==> src/rtl/mem_arbiter.sv <==
// Two-port round-robin arbiter sharing a single-port, registered-read data memory.
// Optional bound check (macro MEM_ARB_BOUND_CHECK_EN) adds p0_err/p1_err and blocks addr >= DEPTH.
module mem_arbiter #(
    parameter int unsigned AW    = 32,
    parameter int unsigned DW    = 32,
    parameter int unsigned DEPTH = 128
) (
    input  logic          clk,
    input  logic          rst,

    input  logic          p0_req,
    input  logic          p0_we,
    input  logic [AW-1:0] p0_addr,
    input  logic [DW-1:0] p0_wdata,
    output logic          p0_gnt,
    output logic          p0_rvalid,
    output logic [DW-1:0] p0_rdata,

    input  logic          p1_req,
    input  logic          p1_we,
    input  logic [AW-1:0] p1_addr,
    input  logic [DW-1:0] p1_wdata,
    output logic          p1_gnt,
    output logic          p1_rvalid,
    output logic [DW-1:0] p1_rdata,

    output logic          mem_write,
    output logic [AW-1:0] m_addr,
    output logic [DW-1:0] m_w_data,
    input  logic [DW-1:0] m_r_data,
`ifdef MEM_ARB_BOUND_CHECK_EN
    output logic          p0_err,
    output logic          p1_err,
`endif
    output logic          busy
);

    typedef enum logic [1:0] {
        IDLE   = 2'd0,
        ACCESS = 2'd1,
        RESP   = 2'd2
    } state_t;

    state_t        state_q, state_d;
    logic          rr_ptr_q, rr_ptr_d;
    logic          own_q, own_d;
    logic          we_q, we_d;
    logic [AW-1:0] m_addr_d;
    logic [DW-1:0] m_w_data_d;
    logic          mem_write_d;
    logic [1:0]    gnt_q, gnt_d;
    logic [1:0]    rvalid_q, rvalid_d;
    logic          busy_d;
    logic [DW-1:0] rdata0_q, rdata0_d;
    logic [DW-1:0] rdata1_q, rdata1_d;
    logic [DW-1:0] resp_data;

    logic          win;
    logic          win_we;
    logic [AW-1:0] win_addr;
    logic [DW-1:0] win_wdata;
    logic          win_fault;

`ifdef MEM_ARB_BOUND_CHECK_EN
    logic          fault_q, fault_d;
    logic [1:0]    err_q, err_d;

    // A faulting read returns zero instead of whatever the memory aliased to
    assign resp_data = fault_q ? '0 : m_r_data;
    assign p0_err    = err_q[0];
    assign p1_err    = err_q[1];
`else
    assign resp_data = m_r_data;

    // DEPTH only matters when the bound check is built in
    if (DEPTH == 0) begin : g_depth_unused
    end
`endif

    assign p0_gnt    = gnt_q[0];
    assign p1_gnt    = gnt_q[1];
    assign p0_rvalid = rvalid_q[0];
    assign p1_rvalid = rvalid_q[1];
    // Read data is live from the memory register during RESP, then held per port
    assign p0_rdata  = rvalid_q[0] ? resp_data : rdata0_q;
    assign p1_rdata  = rvalid_q[1] ? resp_data : rdata1_q;

    // Next-state, winner selection and registered-output decode
    always_comb begin
        state_d     = state_q;
        rr_ptr_d    = rr_ptr_q;
        own_d       = own_q;
        we_d        = we_q;
        m_addr_d    = m_addr;
        m_w_data_d  = m_w_data;
        mem_write_d = 1'b0;
        gnt_d       = 2'b00;
        rvalid_d    = 2'b00;
        busy_d      = busy;
        rdata0_d    = rdata0_q;
        rdata1_d    = rdata1_q;
`ifdef MEM_ARB_BOUND_CHECK_EN
        fault_d     = fault_q;
        err_d       = 2'b00;
`endif

        win       = (p0_req && p1_req) ? rr_ptr_q : p1_req;
        win_we    = win ? p1_we    : p0_we;
        win_addr  = win ? p1_addr  : p0_addr;
        win_wdata = win ? p1_wdata : p0_wdata;
`ifdef MEM_ARB_BOUND_CHECK_EN
        win_fault = (win_addr >= AW'(DEPTH));
`else
        win_fault = 1'b0;
`endif

        unique case (state_q)
            IDLE: begin
                if (p0_req || p1_req) begin
                    state_d     = ACCESS;
                    own_d       = win;
                    we_d        = win_we;
                    m_addr_d    = win_addr;
                    m_w_data_d  = win_wdata;
                    rr_ptr_d    = ~win;
                    mem_write_d = win_we && !win_fault;
                    gnt_d[win]  = 1'b1;
                    busy_d      = 1'b1;
`ifdef MEM_ARB_BOUND_CHECK_EN
                    fault_d     = win_fault;
                    err_d[win]  = win_fault;
`endif
                end
            end
            ACCESS: begin
                if (we_q) begin
                    state_d = IDLE;
                    busy_d  = 1'b0;
                end else begin
                    state_d         = RESP;
                    rvalid_d[own_q] = 1'b1;
                    busy_d          = 1'b1;
                end
            end
            RESP: begin
                state_d = IDLE;
                busy_d  = 1'b0;
                if (own_q) begin
                    rdata1_d = resp_data;
                end else begin
                    rdata0_d = resp_data;
                end
            end
            default: begin
                state_d = IDLE;
                busy_d  = 1'b0;
            end
        endcase
    end

    // State and output registers; reset aborts any transaction in flight
    always_ff @(posedge clk or negedge rst) begin
        if (!rst) begin
            state_q   <= IDLE;
            rr_ptr_q  <= 1'b0;
            own_q     <= 1'b0;
            we_q      <= 1'b0;
            m_addr    <= '0;
            m_w_data  <= '0;
            mem_write <= 1'b0;
            gnt_q     <= 2'b00;
            rvalid_q  <= 2'b00;
            busy      <= 1'b0;
            rdata0_q  <= '0;
            rdata1_q  <= '0;
`ifdef MEM_ARB_BOUND_CHECK_EN
            fault_q   <= 1'b0;
            err_q     <= 2'b00;
`endif
        end else begin
            state_q   <= state_d;
            rr_ptr_q  <= rr_ptr_d;
            own_q     <= own_d;
            we_q      <= we_d;
            m_addr    <= m_addr_d;
            m_w_data  <= m_w_data_d;
            mem_write <= mem_write_d;
            gnt_q     <= gnt_d;
            rvalid_q  <= rvalid_d;
            busy      <= busy_d;
            rdata0_q  <= rdata0_d;
            rdata1_q  <= rdata1_d;
`ifdef MEM_ARB_BOUND_CHECK_EN
            fault_q   <= fault_d;
            err_q     <= err_d;
`endif
        end
    end

endmodule

==> config.mk <==
export PLATFORM = sky130hd
export DESIGN_NAME = mem_arbiter
export DESIGN_NICKNAME = d
export VERILOG_FILES = /design/src/rtl/mem_arbiter.sv
export SDC_FILE = /design/constraint.sdc
export NUM_CORES = 1
export LEC_CHECK = 0
export CORE_MARGIN = 2
export CORE_UTILIZATION = 40
export CTS_CLUSTER_SIZE = 10
export DETAILED_ROUTE_END_ITERATION = 8
export PLACE_DENSITY = 0.74
export SYNTH_ARGS = -nofsm -noshare
export SYNTH_HDL_FRONTEND = slang
export SYNTH_SLANG_ARGS = --single-unit
==> constraint.sdc <==
create_clock -name clk -period 3.7 [get_ports clk]
set_input_delay 0.74 -clock clk [delete_from_list [all_inputs] [get_ports clk]]
set_output_delay 0.74 -clock clk [all_outputs]
set_load 0.05 [all_outputs]
* Yosys cells after proc, flatten, opt, wreduce, memory -nomap -nowiden
Cells that the tools add are included.
** Word-level totals
- Input bits :: 166
- Memories kept :: 0
- Register bits :: 139
- Bits in read-only memories :: 0
- Output and inout port bits :: 134
- Latch bits :: 0
- Memory bits (writable) :: 0
- Word-level logic and storage cells :: 51
** Operators by class
- $add $sub $neg :: 0
- $lt $le $gt $ge :: 4
- Reduce and logical (&&, ||, !) cells :: 8
- $mul :: 0
- Div/mod/pow operators :: 0
- Shift operators :: 0
- Bitwise gates (word level) :: 2
- Muxes and demuxes :: 22
- Equality and inequality tests :: 3
** Operator list (count)
- $mux W32 :: 4
- $mux W2 :: 6
- $mux W1 :: 8
- $reduce_and A2 Y1 :: 3
- $lt A1 B2 Y1 const B :: 2
- $pmux W2 S2 :: 1
- $logic_and A1 B1 Y1 :: 3
- $demux W1 S1 :: 2
- $eq A2 B1 Y1 const B :: 1
- $eq A2 B2 Y1 const B :: 1
- $ge A1 B1 Y1 const B :: 2
- $logic_not A2 Y1 :: 1
- $ne A2 B2 Y1 const B :: 1
- $not A1 Y1 :: 2
- $pmux W1 S2 :: 1
- $logic_or A1 B1 Y1 :: 1

* Longest topological paths before layout
- Depth in word-level cells :: 8
- Gate-level depth with buffers :: 6
- Gate-level depth less buffers :: 4

* Least setup slack after synthesis
OpenSTA, ideal clock, no wires.
- Path type :: register -> output
- Start point :: reg rvalid_q[0]
- End point :: out p0_rdata[10]
- Data arrival time :: 1.684 ns
- Data required time :: 2.960 ns
- Path slack :: 1.276 ns
- Path buffers :: 2
- Stages on the path, launching flop included :: 4
- Cells stage by stage :: dfrtp_1 clkbuf_1 buf_1 mux2_2
** Between the ends
- Word-level cells in the longest chain between the ends :: 1
** Ends and longest elaborated chain
- from (decl) :: line 52 : logic [1:0] rvalid_q, rvalid_d;
- from (signal assigned) :: line 189 : rvalid_q <= rvalid_d;
- $mux W32 :: line 85 : assign p0_rdata = rvalid_q[0] ? resp_data : rdata0_q;
- to (decl) :: line 17 : output logic [DW-1:0] p0_rdata,
No other way between the ends.

* Final worst setup path
- Start point :: reg rvalid_q[0]
- End point :: out p0_rdata[9]
Same word-level chain as after synthesis.

==> run metrics <==
Crit Path Max Fanout=26; status=completed; Max Fclk=323 MHz; kind of critical path=reg2out; top layer in use=met4; Metal-1 WL=8130 um; GRT Total Usage=23.1%; Final Critical Period=3.10 ns; first-pass GRT wire length=33,000 um; EDFF count, synth=0; DR WL met2=10,800 um; post-cts repair resize count=0; Hold WS=0.448 ns; RSZ-0062 raised after global routing=no; Synth Net Count=754; CTS max path bufs=2; number of routed nets with antenna violations=0; via count=5,974; worst min-delay path class=in2async; syn_area_per_cell=11.6 um^2; Clock Skew=0.00900 ns; total power=11.6 mW; RePlAce Congestion=0.741; vias in the first global route=6,245; DRC=0; synth top area cells=dfrtp_1 (51%), mux2_2 (21%), o211ai_1 (4.7%), nand4_1 (3.9%), o21ai_0 (3.3%); Worst-path clk slew=0.06 ns; Die ar.=18,200 um^2; routed wl met3=1800 um; CTS tree=yes; initial antenna violation count=1; post-synthesis sequential area ratio=50.9%; Worst-Skew Late Latency=0.42 ns; total wire length=21,200 um; nets=1,026; Rows=47; DIE WIDTH=135 um; post-synthesis xor/xnor area fraction=0%; largest net degree at the start of global routing=103; design area=10,700 um^2; Synth Area in Adders=0%; crit path max-delay cell type=clkdlybuf4s50_1; total iterations of the first detailed-routing run=6; post-synth top area share=50.9%; final setup violation count=0; Synth Area in Compound Gates=16.8%; ordered cell list for the critical path=buf_12, mux2_2, clkdlybuf4s50_1; Critical Path Max Stage Delay=0.73 ns; largest family of logic cells by synthesized area=multiplexers; die extent in y=135 um; initial core utilization=41.1%; Congestion Overflow GR=0; Core Region=16,600 um^2; DR WL/cell=19.4 um; Max IR drop VDD=0.687 mV; H-tree depth=4; setup bufs post-CTS=0; Least-Margin Pin Slew=1.20 ns; layout cell share with drive strength beyond 1=20.6%; Via density=5.46; crit start category=register; most common cell in the netlist=dfrtp_1; Max transition margin=20.2%; cells after synthesis=588; register bit total from synthesis=139; Area growth, synth to finish=56.0%; Static Leak=4.30 nW; simple-gate share of the synthesized area=5.18%; Synth Flop Type=dfrtp_1; Initial DRC Count=292; Synth top cells by count=dfrtp_1 (139), mux2_2 (128), inv_1 (48); Synth Cell Area=6840 um^2; DPL Wire Length=14,600 um; Max-Cap Viols=0; Fin Setup TNS=0 ns; Worst EP arrival=2.36 ns; number of max-slew violations in the final report=0; Critical Path Sink Type=output port; Critical Path RT=2.96 ns; Async S/R FF share, synth=100%; post-synth top area cell=dfrtp_1; Final Hold Viols=0; mux cell area share after synthesis=21.1%; # hold bufs at CTS=0; root buffer cell=clkbuf_16; dpl cell area=10,000 um^2; final worst path period share=83.7%; I/O Buffers=299; total CTS buffers=17; clock sinks=139; io pins=300; Netlist cell types=29; synth warn=0; Cell Pwr Density=1090 nW/um^2
-- power breakdown --
group / switching [mW] / total [mW] / internal, mW
registers: 0.420 / 2.70 / 2.28
clock network: 0.694 / 1.83 / 1.14
logic: 4.41 / 7.04 / 2.63
total: 5.52 / 11.6 / 6.06
-- per-stage QoR --
stage / std cells / setup WS (ns) / utilization (%)
6_report: 1094 / 0.603 / 64.1
5_1_grt: 1093 / 0.513 / 64.1
4_1_cts: 1093 / 0.552 / 64.1
3_5_place_dp: 1061 / 0.682 / 60.2
3_3_place_gp: 1061 / 0.680 / 60.2
2_1_floorplan: 588 / 1.28 / -
-- cells by family after synthesis --
| group | Yosys count |
|---|---|
| AND/OR/NAND/NOR | 58 |
| buffers and inverters | 106 |
| flip-flops | 139 |
| AO/OA/AOI/OAI | 157 |
| multiplexers | 128 |
-- layer usage --
metal / vias to the layer above / track usage [%]
li1: 2735 / -
met1: 2936 / 26.4
met2: 267 / 40.3
met3: 36 / 8.11
met4: 0 / 7.95
met5: - / 0
-- worst paths after layout --
path	startpoint	end	slack, ns	cells past startpoint
max	rvalid_q[0]	p0_rdata[9]	0.60	3
min	rst	rdata1_q[8]	0.45	1
max reg2reg	state_q[0]	m_addr[19]	1.68	3
min reg2reg	rdata1_q[19]	rdata1_q[19]	0.50	1
max in group asynchronous	rst	rdata1_q[0]	2.39	2
min in group clk	rdata1_q[19]	rdata1_q[19]	0.50	1
-- sequential cells by signal, summed over array words and instances, names as in the netlist --
register / count
busy: 1
own_q: 1
we_q: 1
rr_ptr_q: 1
m_addr: 32
rdata0_q: 32
m_w_data: 32
rdata1_q: 32
state_q: 2
mem_write: 1
gnt_q: 2
rvalid_q: 2
-- worst max-delay path, delay by kind of cell (launching register included) --
kind     cells  cell delay (ns)
flops        1             0.58
mux          1             0.36
buf+inv      2             0.98
-- cell usage in the layout, fill, tap and decap left out --
cell,count
nand2_1,2
dfrtp_1,139
inv_1,48
buf_12,3
a311o_1,21
o21ai_0,45
o211ai_1,43
nand3_1,2
buf_2,1
bufinv_16,4
nor3b_4,1
and3_1,1
or2_2,1
a21o_1,1
inv_8,1
a2bb2oi_1,1
a311oi_1,1
buf_6,1
nand4_1,43
nor2_1,2
clkbuf_16,17
nor3_1,1
diode_2,1
nor2b_1,1
a21boi_0,21
clkinvlp_4,3
clkinv_4,5
o211ai_4,1
o22a_1,21
nor2_4,2
mux2_2,128
buf_4,9
inv_6,2
nand3b_1,1
o21ai_1,1
clkdlybuf4s50_1,297
nand2b_2,1
a21oi_1,1
-- layout make-up --
cell class,instances,area (um^2)
clock buffers,17,425
flip-flops and latches,139,3480
fillers,1252,5980
well taps,220,275
repair buffers,311,3120
diodes,1,2.50
inverters,48,180
clock inverters,15,215
multi-input cells,343,2970
Power figures use the tool's default switching activity.
